**src/rtl/spi_reg_bank.sv**
```systemverilog
// SPI peripheral (modes 0..3) with a small write/read register bank.
// SCLK, COPI and nCS are oversampled in the system clock domain. Frames are
// {rw, addr, data}, MSB first. Writes commit on nCS rise, and reads return
// the addressed register on CIPO during the data phase.
module spi_reg_bank #(
  parameter int DATA_W      = 8,
  parameter int ADDR_W      = 7,
  parameter int NUM_REGS    = 5,
  parameter int CPOL        = 0,
  parameter int CPHA        = 0,
  parameter int SYNC_STAGES = 2
) (
  input  logic                         clk,
  input  logic                         rst,
  input  logic                         sclk,
  input  logic                         copi,
  input  logic                         ncs,
  output logic                         cipo,
  output logic                         cipo_oe,
  output logic [NUM_REGS*DATA_W-1:0]   regs_flat,
  output logic                         wr_valid,
  output logic [ADDR_W-1:0]            wr_addr,
  output logic                         frame_err
);

  localparam int FRAME_W = 1 + ADDR_W + DATA_W;
  localparam int CNT_W   = $clog2(FRAME_W + 2);
  localparam logic [CNT_W-1:0]  CNT_FULL  = CNT_W'(FRAME_W);
  localparam logic [CNT_W-1:0]  CNT_SAT   = CNT_W'(FRAME_W + 1);
  localparam logic [CNT_W-1:0]  CNT_ADDR  = CNT_W'(ADDR_W);
  localparam logic [ADDR_W:0]   NREG      = (ADDR_W + 1)'(NUM_REGS);
  localparam logic              SAMPLE_RISE = (CPOL == CPHA);
  localparam logic              IDLE_SCLK   = (CPOL != 0);

  typedef enum logic [1:0] {S_IDLE, S_SHIFT, S_COMMIT} state_t;

  state_t state_q, state_d;

  logic [SYNC_STAGES-1:0] sclk_sync_q, ncs_sync_q, copi_sync_q;
  logic                   sclk_prev_q;
  logic                   sclk_s, ncs_s, copi_s;
  logic                   sclk_rise, sclk_fall, sample_edge, shift_edge;

  logic [CNT_W-1:0]       bit_cnt_q;
  logic [FRAME_W-1:0]     rx_shift_q;
  logic [DATA_W-1:0]      tx_shift_q;
  logic                   load_pend_q;
  logic                   tx_phase_q;

  logic [DATA_W-1:0]      regs_q [NUM_REGS];
  logic                   wr_valid_q, frame_err_q;
  logic [ADDR_W-1:0]      wr_addr_q;

  logic                   start, commit_wr, commit_err;
  logic                   frame_rw, frame_full, addr_ok;
  logic [ADDR_W-1:0]      frame_addr, hdr_addr;
  logic [DATA_W-1:0]      frame_data, rd_data;

  // Input synchronisers, reset to the bus idle levels so reset makes no edges
  always_ff @(posedge clk or posedge rst) begin
    if (rst) begin
      sclk_sync_q <= {SYNC_STAGES{IDLE_SCLK}};
      ncs_sync_q  <= {SYNC_STAGES{1'b1}};
      copi_sync_q <= '0;
      sclk_prev_q <= IDLE_SCLK;
    end else begin
      sclk_sync_q <= {sclk_sync_q[SYNC_STAGES-2:0], sclk};
      ncs_sync_q  <= {ncs_sync_q[SYNC_STAGES-2:0], ncs};
      copi_sync_q <= {copi_sync_q[SYNC_STAGES-2:0], copi};
      sclk_prev_q <= sclk_s;
    end
  end

  assign sclk_s      = sclk_sync_q[SYNC_STAGES-1];
  assign ncs_s       = ncs_sync_q[SYNC_STAGES-1];
  assign copi_s      = copi_sync_q[SYNC_STAGES-1];
  assign sclk_rise   = sclk_s & ~sclk_prev_q;
  assign sclk_fall   = ~sclk_s & sclk_prev_q;
  assign sample_edge = SAMPLE_RISE ? sclk_rise : sclk_fall;
  assign shift_edge  = SAMPLE_RISE ? sclk_fall : sclk_rise;

  assign frame_rw   = rx_shift_q[FRAME_W-1];
  assign frame_addr = rx_shift_q[FRAME_W-2 -: ADDR_W];
  assign frame_data = rx_shift_q[DATA_W-1:0];
  assign hdr_addr   = rx_shift_q[ADDR_W-1:0];
  assign frame_full = (bit_cnt_q == CNT_FULL);
  assign addr_ok    = ({1'b0, frame_addr} < NREG);

  // Readback mux; unimplemented addresses read as zero
  always_comb begin
    rd_data = '0;
    for (int r = 0; r < NUM_REGS; r++) begin
      if (hdr_addr == ADDR_W'(r)) rd_data = regs_q[r];
    end
  end

  // FSM state register
  always_ff @(posedge clk or posedge rst) begin
    if (rst) state_q <= S_IDLE;
    else     state_q <= state_d;
  end

  // FSM next state and one-cycle commit decisions
  always_comb begin
    state_d    = state_q;
    start      = 1'b0;
    commit_wr  = 1'b0;
    commit_err = 1'b0;
    case (state_q)
      S_IDLE: begin
        // Level test also catches a fall that arrived during COMMIT
        if (!ncs_s) begin
          state_d = S_SHIFT;
          start   = 1'b1;
        end
      end
      S_SHIFT: begin
        if (ncs_s) state_d = S_COMMIT;
      end
      S_COMMIT: begin
        state_d = S_IDLE;
        if (frame_full && frame_rw && addr_ok) begin
          commit_wr = 1'b1;
        end else if ((bit_cnt_q != '0 && !frame_full) ||
                     (frame_full && frame_rw && !addr_ok)) begin
          commit_err = 1'b1;
        end
      end
      default: state_d = S_IDLE;
    endcase
  end

  // Bit counter, receive shifter and transmit shifter
  always_ff @(posedge clk or posedge rst) begin
    if (rst) begin
      bit_cnt_q   <= '0;
      rx_shift_q  <= '0;
      tx_shift_q  <= '0;
      load_pend_q <= 1'b0;
      tx_phase_q  <= 1'b0;
    end else if (start) begin
      bit_cnt_q   <= '0;
      rx_shift_q  <= '0;
      tx_shift_q  <= '0;
      load_pend_q <= 1'b0;
      tx_phase_q  <= 1'b0;
    end else if (state_q == S_SHIFT) begin
      // An edge coinciding with the nCS rise is still counted here
      if (sample_edge) begin
        rx_shift_q <= {rx_shift_q[FRAME_W-2:0], copi_s};
        if (bit_cnt_q != CNT_SAT) bit_cnt_q <= bit_cnt_q + 1'b1;
        // Header completes on this edge; rw sits at bit ADDR_W-1 before the shift
        if (bit_cnt_q == CNT_ADDR && !rx_shift_q[ADDR_W-1]) load_pend_q <= 1'b1;
      end
      if (shift_edge) begin
        if (load_pend_q) begin
          tx_shift_q  <= rd_data;
          tx_phase_q  <= 1'b1;
          load_pend_q <= 1'b0;
        end else begin
          tx_shift_q <= {tx_shift_q[DATA_W-2:0], 1'b0};
        end
      end
    end else begin
      load_pend_q <= 1'b0;
      tx_phase_q  <= 1'b0;
    end
  end

  // Register bank update and write/error pulses, all taken from the COMMIT cycle
  always_ff @(posedge clk or posedge rst) begin
    if (rst) begin
      for (int r = 0; r < NUM_REGS; r++) regs_q[r] <= '0;
      wr_valid_q  <= 1'b0;
      frame_err_q <= 1'b0;
      wr_addr_q   <= '0;
    end else begin
      wr_valid_q  <= commit_wr;
      frame_err_q <= commit_err;
      if (commit_wr) begin
        wr_addr_q <= frame_addr;
        for (int r = 0; r < NUM_REGS; r++) begin
          if (frame_addr == ADDR_W'(r)) regs_q[r] <= frame_data;
        end
      end
    end
  end

  for (genvar g = 0; g < NUM_REGS; g++) begin : g_flat
    assign regs_flat[g*DATA_W +: DATA_W] = regs_q[g];
  end

  assign cipo      = tx_phase_q & tx_shift_q[DATA_W-1];
  assign cipo_oe   = ~ncs_s;
  assign wr_valid  = wr_valid_q;
  assign wr_addr   = wr_addr_q;
  assign frame_err = frame_err_q;

endmodule
```
**config.mk**
```make
export PLATFORM = sky130hd
export DESIGN_NAME = spi_reg_bank
export DESIGN_NICKNAME = d
export VERILOG_FILES = /design/src/rtl/spi_reg_bank.sv
export SDC_FILE = /design/constraint.sdc
export NUM_CORES = 1
export LEC_CHECK = 0
export CAP_MARGIN = 0
export CORE_ASPECT_RATIO = 1.1
export CORE_MARGIN = 3
export CORE_UTILIZATION = 45
export CTS_CLUSTER_SIZE = 40
export DETAILED_ROUTE_END_ITERATION = 10
export GPL_TIMING_DRIVEN = 0
export HOLD_SLACK_MARGIN = 0.12
export PLACE_DENSITY = 0.67
export SKIP_CTS_REPAIR_TIMING = 1
export SLEW_MARGIN = 40
export SYNTH_ARGS = -nofsm -noshare
export SYNTH_HDL_FRONTEND = slang
export SYNTH_SLANG_ARGS = --single-unit
```
**constraint.sdc**
```tcl
create_clock -name clk -period 4.04 [get_ports clk]
set_clock_uncertainty 0.05 [all_clocks]
set_input_delay 0.808 -clock clk [delete_from_list [all_inputs] [get_ports clk]]
set_output_delay 0.808 -clock clk [all_outputs]
set_load 0.005 [all_outputs]
```
==> out/metrics.cfg, run 1 <==
[status]
status = finished, final reports clean

[worst_setup_path]
critical-path-top-delay-family = simple AND/OR/NAND/NOR gates
critPathSlowestCell = or3b_2
start_kind = register
r2r_setup_slk_ns = 1.61
critical_path_peak_fanout = 8
critPathArrivalTime_ns = 2.63
critical_path_required_ns = 4.24
end_kind = register
slowest_delay_ns = 0.51
path_class = reg2reg
critPathBufInv = 1
timing.critical_path.cells = inv_1 -> ha_1 -> or3b_2 -> nor3_2 -> nand3_1 -> mux2_2

[clock_network]
clock_insertion_delay_worst_skew_ns = 0.36
h-tree-depth = 3
cts_buffer_depth = 2
clk_pin_slew_worst_paths_ns = 0.09
numCtsBuffers = 9
cts_tree = yes
cts.root.buffer_cell = clkbuf_8
numClockSinks = 89

[synthesis]
synth_seq_area_share_pct = 57.0
post_synth_main_area_contributors = dfrtp_1 (56%), mux2_2 (11%), nand2_1 (3.8%)
mappedNetlistArea_um2 = 3910
synth_largest_type_area_fraction_pct = 55.7
post_synthesis_mean_instance_area_um2 = 11.7
yosysTopAreaCell = dfrtp_1
most_used_dff_post_synth = dfrtp_1
yosys_warnings = 0
synth_cell_types = 48
async_reset_ff_share_pct = 100
synth_fp_nets = 343
postSynthRegisterBits = 89
postSynthCellCount = 335
synth_enable_flop_cells = 0

[floorplan]
pin_count = 56
start_util_pct = 46.5
core_area_um2 = 8410
die_height_um = 104
die-width_um = 94.9
die_area_um2 = 9850
core.rowCount = 35

[timing]
hold_fails_final_rpt = 0
period_minus_slack_ns = 2.43
timing.slew.headroom_pct = 56.0
post-route-period-util_pct = 60.1
whs_ns = 0.306
setup_ws_ns = 1.61
timing_max_transition_violations_final = 0
setup_viol = 0
rsz_0062_raised_after_global_routing = false
total_negative_slack_ns = 0
max_frequency_mhz = 412
tightest_slew_ns = 0.655

[hold_path]
worst_min_delay_path_category = reg2reg

[placement]
dp_slack_ns = 1.62
placed_cell_count = 502
gpl.final_weighted_congestion = 0.879
port_buffers = 55
detailedPlacementHpwl_um = 6530
placed_area_um2 = 4630

[global_route]
number_of_antenna_violations_at_the_first_check_in_global_routing = 0
via_count_of_the_first_global_routing_pass = 2992
grt_first_pass_wirelength_um = 15500
grt_remaining_overflow = 0
gr_usage_total_pct = 20.4
grt_max_degree = 62

[routing]
detailedRoute.firstIterationViolations = 180
postRouteAntennaNets = 0
remaining_drc_errors = 0
via_count = 2842
wl_per_cell_um = 18.0
detail_route.first_pass.iterations = 5
viasPerCell = 5.49
routed_wirelength_um = 9320

[power]
totalPowerFinal_mw = 1.56
power.static_leakage_nw = 2.15
max-vdd-ir-drop_mv = 0.200
power-per-cell-area_nw_per_um2 = 325

[finish]
antenna-diode-count = 0
syn_to_final_growth_pct = 23.0
finalNetCount = 410
nFillCells = 756
final_design_area_no_fill_um2 = 4810
final_cells = 518
fin_util_pct = 57.2
final_layout_size_suffix_gt1_share_pct = 17.7

[flow_run]
cap_violations = 0

[worst reg2reg max path, cell delays in order (launching register included)]
cell and delay, ns:
dfrtp_1 0.44, inv_1 0.08, ha_1 0.13, or3b_2 0.51
nor3_2 0.21, nand3_1 0.46, mux2_2 0.45
[cells in the final DEF (no fill, tap or decap), types with 3 or more instances in the layout]
cell / n
dfrtp_1: 87
clkdlybuf4s50_1: 55
nand2_1: 40
mux2_2: 39
a21oi_1: 19
clkbuf_1: 18
nor2_1: 18
clkbuf_8: 9
o21ai_0: 8
inv_1: 8
and2_1: 8
nor2b_1: 6
a222oi_1: 5
nand2b_1: 4
nor3_1: 4
a21o_1: 4
a22oi_1: 4
nand3_1: 3
nand3b_1: 3
nand4_1: 3
mux2i_1: 3
a211oi_1: 3
o41ai_1: 3
inv_6: 3
ha_1: 3
clkinvlp_4: 3
[layout make-up]
class / count / area [um2] / area share [%]
Tap cell: 111 / 139 / 2.89
Clock inverter: 7 / 53.8 / 1.12
Multi-Input combinational cell: 217 / 1570 / 32.6
Inverter: 9 / 38.8 / 0.806
Timing Repair Buffer: 56 / 578 / 12.0
Clock buffer: 9 / 124 / 2.57
Buffer: 20 / 77.6 / 1.61
Sequential cell: 89 / 2230 / 46.3
[kinds of logic (layout without fill, tap and decap cells)]
group                    count (synthesis)  in the layout  synth area share [%]
adder cells (fa/ha/maj)                  3              3                 0.960
AND/OR/NAND/NOR                        109            109                  15.0
flip-flops                              89             89                  57.0
buffers and inverters                   29            101                  2.85
AO/OA/AOI/OAI                           54             54                  9.18
multiplexers                            47             47                  14.1
XOR/XNOR                                 4              4                 0.896
[power by group]
group	internal, mW	leakage, nW	switching [mW]
registers	0.900	1.22	0.0103
logic	0.0285	0.850	0.0615
clock network	0.227	0.0822	0.333
total	1.16	2.15	0.405
[sequential cells by signal (all words and copies together) (netlist names), 5 cells and up]
signal / count
wr_addr: 7
rx_shift_q: 16
tx_shift_q: 8
regs_flat: 40
bit_cnt_q: 5
[worst paths after layout]
check	start	to	cells past startpoint
min in group asynchronous	rst	regs_flat[35]	2
worst min-delay path	copi_sync_q[0]	copi_sync_q[1]	0
max in group asynchronous	rst	regs_flat[39]	3
worst max register to register	bit_cnt_q[0]	regs_flat[12]	6
worst min register to register	copi_sync_q[0]	copi_sync_q[1]	0
worst max-delay path	bit_cnt_q[0]	regs_flat[12]	6
[cells in the mapped netlist (all sizes together) (3+ instances only)]
| cell type | instances |
|---|---|
| a22oi | 4 |
| a21oi | 19 |
| nand2 | 40 |
| inv | 9 |
| a211oi | 3 |
| o41ai | 3 |
| nor2 | 18 |
| nand4 | 3 |
| a21o | 4 |
| clkbuf | 18 |
| nand2b | 4 |
| and2 | 8 |
| nor3 | 6 |
| nand3b | 3 |
| ha | 3 |
| mux2i | 3 |
| nor4 | 4 |
| nand3 | 3 |
| mux2 | 42 |
| o21ai | 8 |
| nor2b | 6 |
| dfrtp | 87 |
| a222oi | 5 |
[layer usage]
metal  global-route usage (%)  vias up  wire length (um)
met5                        0        -                 0
li1                         -     1322                 -
met4                     7.84        0               219
met3                     4.21       15               378
met2                     32.4       72              4740
met1                     27.3     1433              3980
Note: power is estimated with default switching activity, not from simulation.
==> inputs of run 2 (changes only) <==
Clock period 4.04 ns to 2.4 ns, I/O delays scaled along.
==> run 2 against run 1 <==
Compared with the run above:
- final cell count grew 0.39%
- maximum frequency grew 5.2%
- sequential cell count stayed put
- highest routed layer unchanged
- sequential share of layout area shrank 1.3 points
- power grew 83%
- critical path type unchanged
- non-clock buffer count grew 2
==> out/metrics.cfg, run 2 (synthesis results as in run 1) <==
[hold_path]
worst_min_delay_path_category = reg2reg
hp-start = sclk_sync_q[0]
worst_hold_path.endpoint = sclk_sync_q[1]
timing.hold.worst_path_depth = 0  ; unchanged

[routing]
met2_wirelength_um = 4630  ; -2.4%
detail_route.first_pass.iterations = 4  ; -1
route.met3.wl_um = 394  ; +4.2%
routed_wirelength_um = 9260  ; -0.63%
viasPerCell = 5.49  ; about the same
wirelength_met1_um = 4050  ; +1.8%
detailedRoute.firstIterationViolations = 165  ; -8.3%
postRouteAntennaNets = 0  ; unchanged
maxUsedRoutingLayer = met4
remaining_drc_errors = 0  ; unchanged
via_count = 2853  ; +0.39%
wl_per_cell_um = 17.8  ; -1.0%

[clock_network]
cts_tree = yes
cts_buffer_depth = 2  ; unchanged
numCtsBuffers = 9  ; unchanged
cts.root.buffer_cell = clkbuf_8
clk_pin_slew_worst_paths_ns = 0.09  ; about the same
clock_insertion_delay_worst_skew_ns = 0.36  ; about the same
numClockSinks = 89  ; unchanged
h-tree-depth = 3  ; unchanged

[global_route]
via_count_of_the_first_global_routing_pass = 2992  ; unchanged
gr_usage_total_pct = 20.4  ; -0.052 points
grt_max_degree = 27  ; -56%
number_of_antenna_violations_at_the_first_check_in_global_routing = 0  ; unchanged
grt_first_pass_wirelength_um = 15600  ; +0.98%
grt_remaining_overflow = 0  ; unchanged

[flow_run]
cap_violations = 0  ; unchanged

[worst_setup_path]
critical_path.reg2reg.startpoint = rx_shift_q[3]
critical_path_peak_fanout = 9  ; +1
worst_r2r_path_depth = 5  ; -1
critPathArrivalTime_ns = 2.49  ; -0.14 ns
end_kind = register
critical_path_required_ns = 2.58  ; -1.66 ns
path_class = reg2reg
crit-reg2reg-capture = tx_shift_q[2]
r2r_setup_slk_ns = 0.09  ; -1.52 ns
start_kind = register

[power]
power.combinational.fraction_pct = 5.7  ; about the same
power.sequential.fraction_pct = 53.7  ; -4.6 points
switching_share_pct = 24.0  ; -2.0 points
intPower_mw = 2.17  ; +88%
clock_power_share_pct = 40.5  ; +4.6 points
power.static_leakage_nw = 2.20  ; +2.3%
power-per-cell-area_nw_per_um2 = 577  ; +78%
totalPowerFinal_mw = 2.86  ; +83%
total_switching_power_mw = 0.685  ; +69%
max-vdd-ir-drop_mv = 0.572  ; +190%

[timing]
setup_viol = 0  ; unchanged
timing_max_transition_violations_final = 0  ; unchanged
period_minus_slack_ns = 2.31  ; -0.120 ns
tightest_slew_ns = 0.646  ; -0.00956 ns
rsz_0062_raised_after_global_routing = false
max_frequency_mhz = 433  ; +5.2%
whs_ns = 0.312  ; +0.00561 ns
timing.slew.headroom_pct = 56.6  ; +0.64 points
post-route-period-util_pct = 96.2  ; +36 points
hold_fails_final_rpt = 0  ; unchanged

[finish]
antenna-diode-count = 0  ; unchanged
final_layout_size_suffix_gt1_share_pct = 19.8  ; +2.1 points
layout.cells.most_common_list = dfrtp_1 (86), clkdlybuf4s50_1 (55), mux2_2 (39), nand2_1 (39), a21oi_1 (19)
finalNetCount = 412  ; +0.49%
largest_register_ffs = 40  ; unchanged
syn_to_final_growth_pct = 26.6
final_design_area_no_fill_um2 = 4950  ; +2.9%
mostFrequentLayoutCell = dfrtp_1

[floorplan]
core_area_um2 = 8410  ; unchanged
pin_count = 56  ; unchanged
die_area_um2 = 9850  ; unchanged
core.rowCount = 35  ; unchanged
start_util_pct = 46.5  ; unchanged
die-width_um = 94.9  ; unchanged
die_height_um = 104  ; unchanged

[placement]
placed_area_um2 = 4670  ; +0.84%
port_buffers = 55  ; unchanged
gpl.final_weighted_congestion = 0.806  ; -8.4%
detailedPlacementHpwl_um = 6590  ; +0.84%

[status]
status = finished, final reports clean

==> run 2: cell types whose count changed in the layout (fill, tap and decap cells not counted), sizes merged <==
| cell | delta |
|---|---|
| clkbuf | -1 |
| buf | +3 |
| clkinvlp | -2 |
| bufinv | +2 |
==> run 2: worst max-delay path by stage <==
| stage | startpoint | end | slack, ns | cells after the start |
|---|---|---|---|---|
| 2_1_floorplan | bit_cnt_q[0] | wr_addr[0] | 0.24 | 6 |
| 3_3_place_gp | rst | regs_flat[23] | -0.13 | 2 |
| 3_5_place_dp | bit_cnt_q[0] | regs_flat[0] | -0.03 | 6 |
| 4_1_cts | bit_cnt_q[0] | regs_flat[3] | -0.05 | 6 |
| 5_1_grt | bit_cnt_q[1] | regs_flat[20] | 0.009 | 7 |
| 6_report | rx_shift_q[3] | tx_shift_q[2] | 0.09 | 5 |
==> run 2: power by group through the flow <==
stage	clock network (mW)	registers (mW)	logic (mW)
6_report	1.16	1.53	0.164
5_1_grt	1.23	1.54	0.186
4_1_cts	1.18	1.53	0.163
3_5_place_dp	0	1.56	0.163
3_3_place_gp	0	1.56	0.144
2_1_floorplan	0	1.56	0.101
==> run 2: cell type report <==
cell class,count,area [um2]
Buffer,19,80.1
Clock buffer,9,124
Clock inverter,7,100
Fill cell,719,3460
Inverter,9,37.5
Multi-Input combinational cell,217,1610
Sequential cell,89,2230
Tap cell,111,139
Timing Repair Buffer,59,626
==> run 2: through the flow <==
stage / utilization (%) / setup slack (ns) / setup TNS, ns / cells
after floorplan: - / 0.243 / 0 / 335
after global placement: 54.8 / -0.133 / -11.08 / 501
after detailed placement: 55.6 / -0.0343 / -0.352 / 504
after CTS: 58.2 / -0.0478 / -0.794 / 520
after global routing: 58.9 / 0.00896 / 0 / 520
final: 58.9 / 0.0904 / 0 / 520
==> run 2: layer usage <==
metal	vias to the layer above	GRT usage (%)
li1	1331	-
met1	1446	27.9
met2	62	32.4
met3	14	3.92
met4	0	6.60
met5	-	0
==> run 2: worst max-delay path, cell delays in order, from the launching register on <==
cell	delay, ns
dfrtp_1	0.36
clkbuf_1	0.22
or3_1	0.52
nor3_2	0.42
a22oi_1	0.19
o41ai_1	0.42
==> inputs of run 3 (changes only) <==
Settings changed: ABC_AREA set to 1, CTS_CLUSTER_DIAMETER set to 120, SLEW_MARGIN 40 to 20.
==> run 3 against run 2 <==
Compared with the run above:
- final area is 0.68% lower
- global-route usage increased by 0.40 points
- area after synthesis up 1.7%
- sequential power increased by 3%
- sequential cell count unchanged
- non-clock buffer count decreased by 12
- clock power shrank 9%
- first-iteration DRC count up 22%
- maximum frequency rose by 15%
- worst hold slack got worse by 0.011 ns
- die area grew 1.6%
- highest routed layer unchanged
==> out/metrics.cfg, run 3 <==
[finish]
antenna-diode-count = 0  ; unchanged
mostFrequentLayoutCell = nand2_1
syn_to_final_growth_pct = 23.6
nFillCells = 789  ; +9.7%
largest_register_ffs = 40  ; unchanged
finalNetCount = 545  ; +32%
final_layout_size_suffix_gt1_share_pct = 7.75  ; -12 points
layout.cells.most_common_list = nand2_1 (125), dfrtp_1 (87), inv_1 (58)

[power]
max-vdd-ir-drop_mv = 0.375  ; -34%
intPower_mw = 2.14  ; -1.4%
power.sequential.fraction_pct = 55.0  ; +1.3 points
power.combinational.fraction_pct = 8.0  ; +2.3 points
power.static_leakage_nw = 2.38  ; +7.9%
total_switching_power_mw = 0.705  ; +2.9%
power-per-cell-area_nw_per_um2 = 579  ; +0.30%
switching_share_pct = 24.8  ; +0.79 points
clock_power_share_pct = 37.0  ; -3.5 points

[worst_setup_path]
path_class = reg2reg
start_kind = register
critPathArrivalTime_ns = 2.21  ; -0.28 ns
critical_path.reg2reg.startpoint = rx_shift_q[0]
end_kind = register
worst_r2r_path_depth = 9  ; +4
critical_path_depth = 9  ; +4
path_common_cell = nand2_1
r2r_setup_slk_ns = 0.40  ; +0.31 ns
critical_path_peak_fanout = 9  ; unchanged
critPathBufInv = 1  ; unchanged
crit-reg2reg-capture = tx_shift_q[4]
critPathSlowestCell = dfrtp_1
slowest_delay_ns = 0.50  ; -0.02 ns
timing.critical_path.cells = inv_1 -> nand2_1 -> nor2_1 -> nand2_1 -> or2_0 -> nand2_1 -> nand3b_1 -> nand2_1 -> nand2_1
critical-path-top-delay-family = simple AND/OR/NAND/NOR gates
critical_path_required_ns = 2.60  ; +0.02 ns

[timing]
setup_ws_ns = 0.399  ; +0.308 ns
period_minus_slack_ns = 2.00  ; -0.308 ns
tightest_slew_ns = 0.518  ; -0.128 ns
timing.slew.headroom_pct = 65.4  ; +8.8 points
hold_fails_final_rpt = 0  ; unchanged
timing_max_transition_violations_final = 0  ; unchanged
rsz_0062_raised_after_global_routing = false
setup_viol = 0  ; unchanged
whs_ns = 0.300  ; -0.0112 ns
post-route-period-util_pct = 83.4  ; -13 points
max_frequency_mhz = 500  ; +15%

[clock_network]
h-tree-depth = 3  ; unchanged
cts_buffer_depth = 2  ; unchanged
cts.root.buffer_cell = clkbuf_8
clock_insertion_delay_worst_skew_ns = 0.36  ; about the same
numClockSinks = 89  ; unchanged
cts_tree = yes
clk_pin_slew_worst_paths_ns = 0.09  ; about the same
numCtsBuffers = 9  ; unchanged

[routing]
detailedRoute.firstIterationViolations = 202  ; +22%
wl_per_cell_um = 14.9  ; -16%
via_count = 3389  ; +19%
remaining_drc_errors = 0  ; unchanged
detail_route.first_pass.iterations = 5  ; +1
viasPerCell = 5.19  ; -5.4%
routed_wirelength_um = 9720  ; +5.0%
postRouteAntennaNets = 0  ; unchanged

[flow_run]
cap_violations = 0  ; unchanged

[synthesis]
post_synth_main_area_contributors = dfrtp_1 (55%), nand2_1 (12%), inv_1 (5.6%)
synth_seq_area_share_pct = 56.1  ; -0.93 points
multiplexer_fraction_of_the_synthesized_cell_area_pct = 0  ; -14 points
post_synthesis_adder_cell_area_fraction_pct = 0.944  ; -0.016 points
synth_fp_nets = 477  ; +39%
yosys_warnings = 0  ; unchanged
post_synth_xor_area_fraction_pct = 0  ; -0.90 points
main_combinational_cell_family_by_area_after_synthesis = simple AND/OR/NAND/NOR gates
post_synthesis_mean_instance_area_um2 = 8.48  ; -27%
synth-compound-area-share_pct = 10.5  ; +1.4 points
mappedNetlistArea_um2 = 3980  ; +1.7%
synth_largest_type_area_fraction_pct = 54.8  ; -0.91 points
postSynthCellCount = 469  ; +40%
fraction_of_the_mapped_netlist_area_in_simple_logic_gates_pct = 25.5  ; +10 points
async_reset_ff_share_pct = 100  ; unchanged
yosysTopAreaCell = dfrtp_1
synth_cell_types = 32  ; -33%
synth.top_cells.by_count = nand2_1 (125), dfrtp_1 (87), inv_1 (59)
most_used_dff_post_synth = dfrtp_1
postSynthRegisterBits = 89  ; unchanged
yosys.cell_count.top_type = nand2_1
synth_enable_flop_cells = 0  ; unchanged

[hold_path]
hp-start = sclk_sync_q[0]
worst_hold_path.endpoint = sclk_sync_q[1]
timing.hold.worst_path_depth = 0  ; unchanged
worst_min_delay_path_category = reg2reg

[placement]
port_buffers = 55  ; unchanged
detailedPlacementHpwl_um = 7140  ; +8.5%
dp_slack_ns = 0.431  ; +0.465 ns
gpl.final_weighted_congestion = 0.902  ; +12%

[floorplan]
die-width_um = 95.6  ; +0.77%
die_height_um = 105  ; +0.78%
start_util_pct = 46.8  ; +0.29 points
die_area_um2 = 10000  ; +1.6%
core.rowCount = 35  ; unchanged
core_area_um2 = 8500  ; +1.0%
pin_count = 56  ; unchanged

[global_route]
grt_first_pass_wirelength_um = 16200  ; +3.6%
gr_usage_total_pct = 20.8  ; +0.40 points
grt_max_degree = 36  ; +33%
via_count_of_the_first_global_routing_pass = 3224  ; +7.8%
number_of_antenna_violations_at_the_first_check_in_global_routing = 0  ; unchanged
grt_remaining_overflow = 0  ; unchanged

[status]
status = finished, final reports clean

[run 3: cell types whose count changed after synthesis, moves of 5 or more]
cell	change
a222oi_1	-5
and2_1	-8
clkbuf_1	-16
inv_1	+50
mux2_2	-39
nand2_1	+85
nand3_1	+35
nor2_1	+17
nor2b_1	-6
o21ai_0	+18
o21ai_1	+27
[run 3: worst max-delay path by stage]
stage / startpoint / to / slack, ns
after floorplan: bit_cnt_q[0] / regs_flat[1] / 0.78
after global placement: rst / tx_shift_q[4] / -0.11
after detailed placement: rx_shift_q[0] / tx_shift_q[4] / 0.43
after CTS: bit_cnt_q[0] / regs_flat[1] / 0.43
after global routing: bit_cnt_q[3] / regs_flat[10] / 0.22
final: rx_shift_q[0] / tx_shift_q[4] / 0.40
[run 3: layout make-up]
cell class / count / area, um2 / area share, %
inverters: 62 / 236 / 4.81
flip-flops and latches: 89 / 2230 / 45.4
multi-input cells: 309 / 1470 / 29.9
plain buffers: 9 / 45.0 / 0.916
clock buffers: 12 / 155 / 3.16
repair buffers: 57 / 591 / 12.0
well taps: 111 / 139 / 2.83
clock inverters: 4 / 51.3 / 1.04
[run 3: logic make-up (layout without fill, tap and decap cells)]
kind of cell             Yosys count  after routing
AO/OA/AOI/OAI                     80             80
buffers and inverters             71            144
flip-flops                        89             89
AND/OR/NAND/NOR                  226            226
adder cells (fa/ha/maj)            3              3
[run 3: stage by stage]
step / instances / utilization (%) / area, um2 / TNS, ns / total power, mW
after floorplan: 469 / - / 3980 / 0 / 1.74
after global placement: 635 / 55.0 / 4670 / -9.15 / 1.81
after detailed placement: 637 / 55.4 / 4710 / 0 / 1.82
after CTS: 653 / 57.9 / 4920 / 0 / 2.88
after global routing: 653 / 57.9 / 4920 / 0 / 2.97
final: 653 / 57.9 / 4920 / 0 / 2.85
[run 3: power groups by stage]
stage	registers [mW]	clock network, mW	logic, mW
CTS	1.56	1.08	0.230
global route	1.57	1.14	0.261
global placement	1.59	0	0.213
detailed placement	1.59	0	0.227
floorplan	1.59	0	0.159
finish	1.57	1.05	0.228
[run 3: routing by layer]
metal,GRT usage [%],share of wire (%)
met1,29.2,44
met2,31.8,48
met3,3.31,5.4
met4,8.23,1.9
met5,0,0
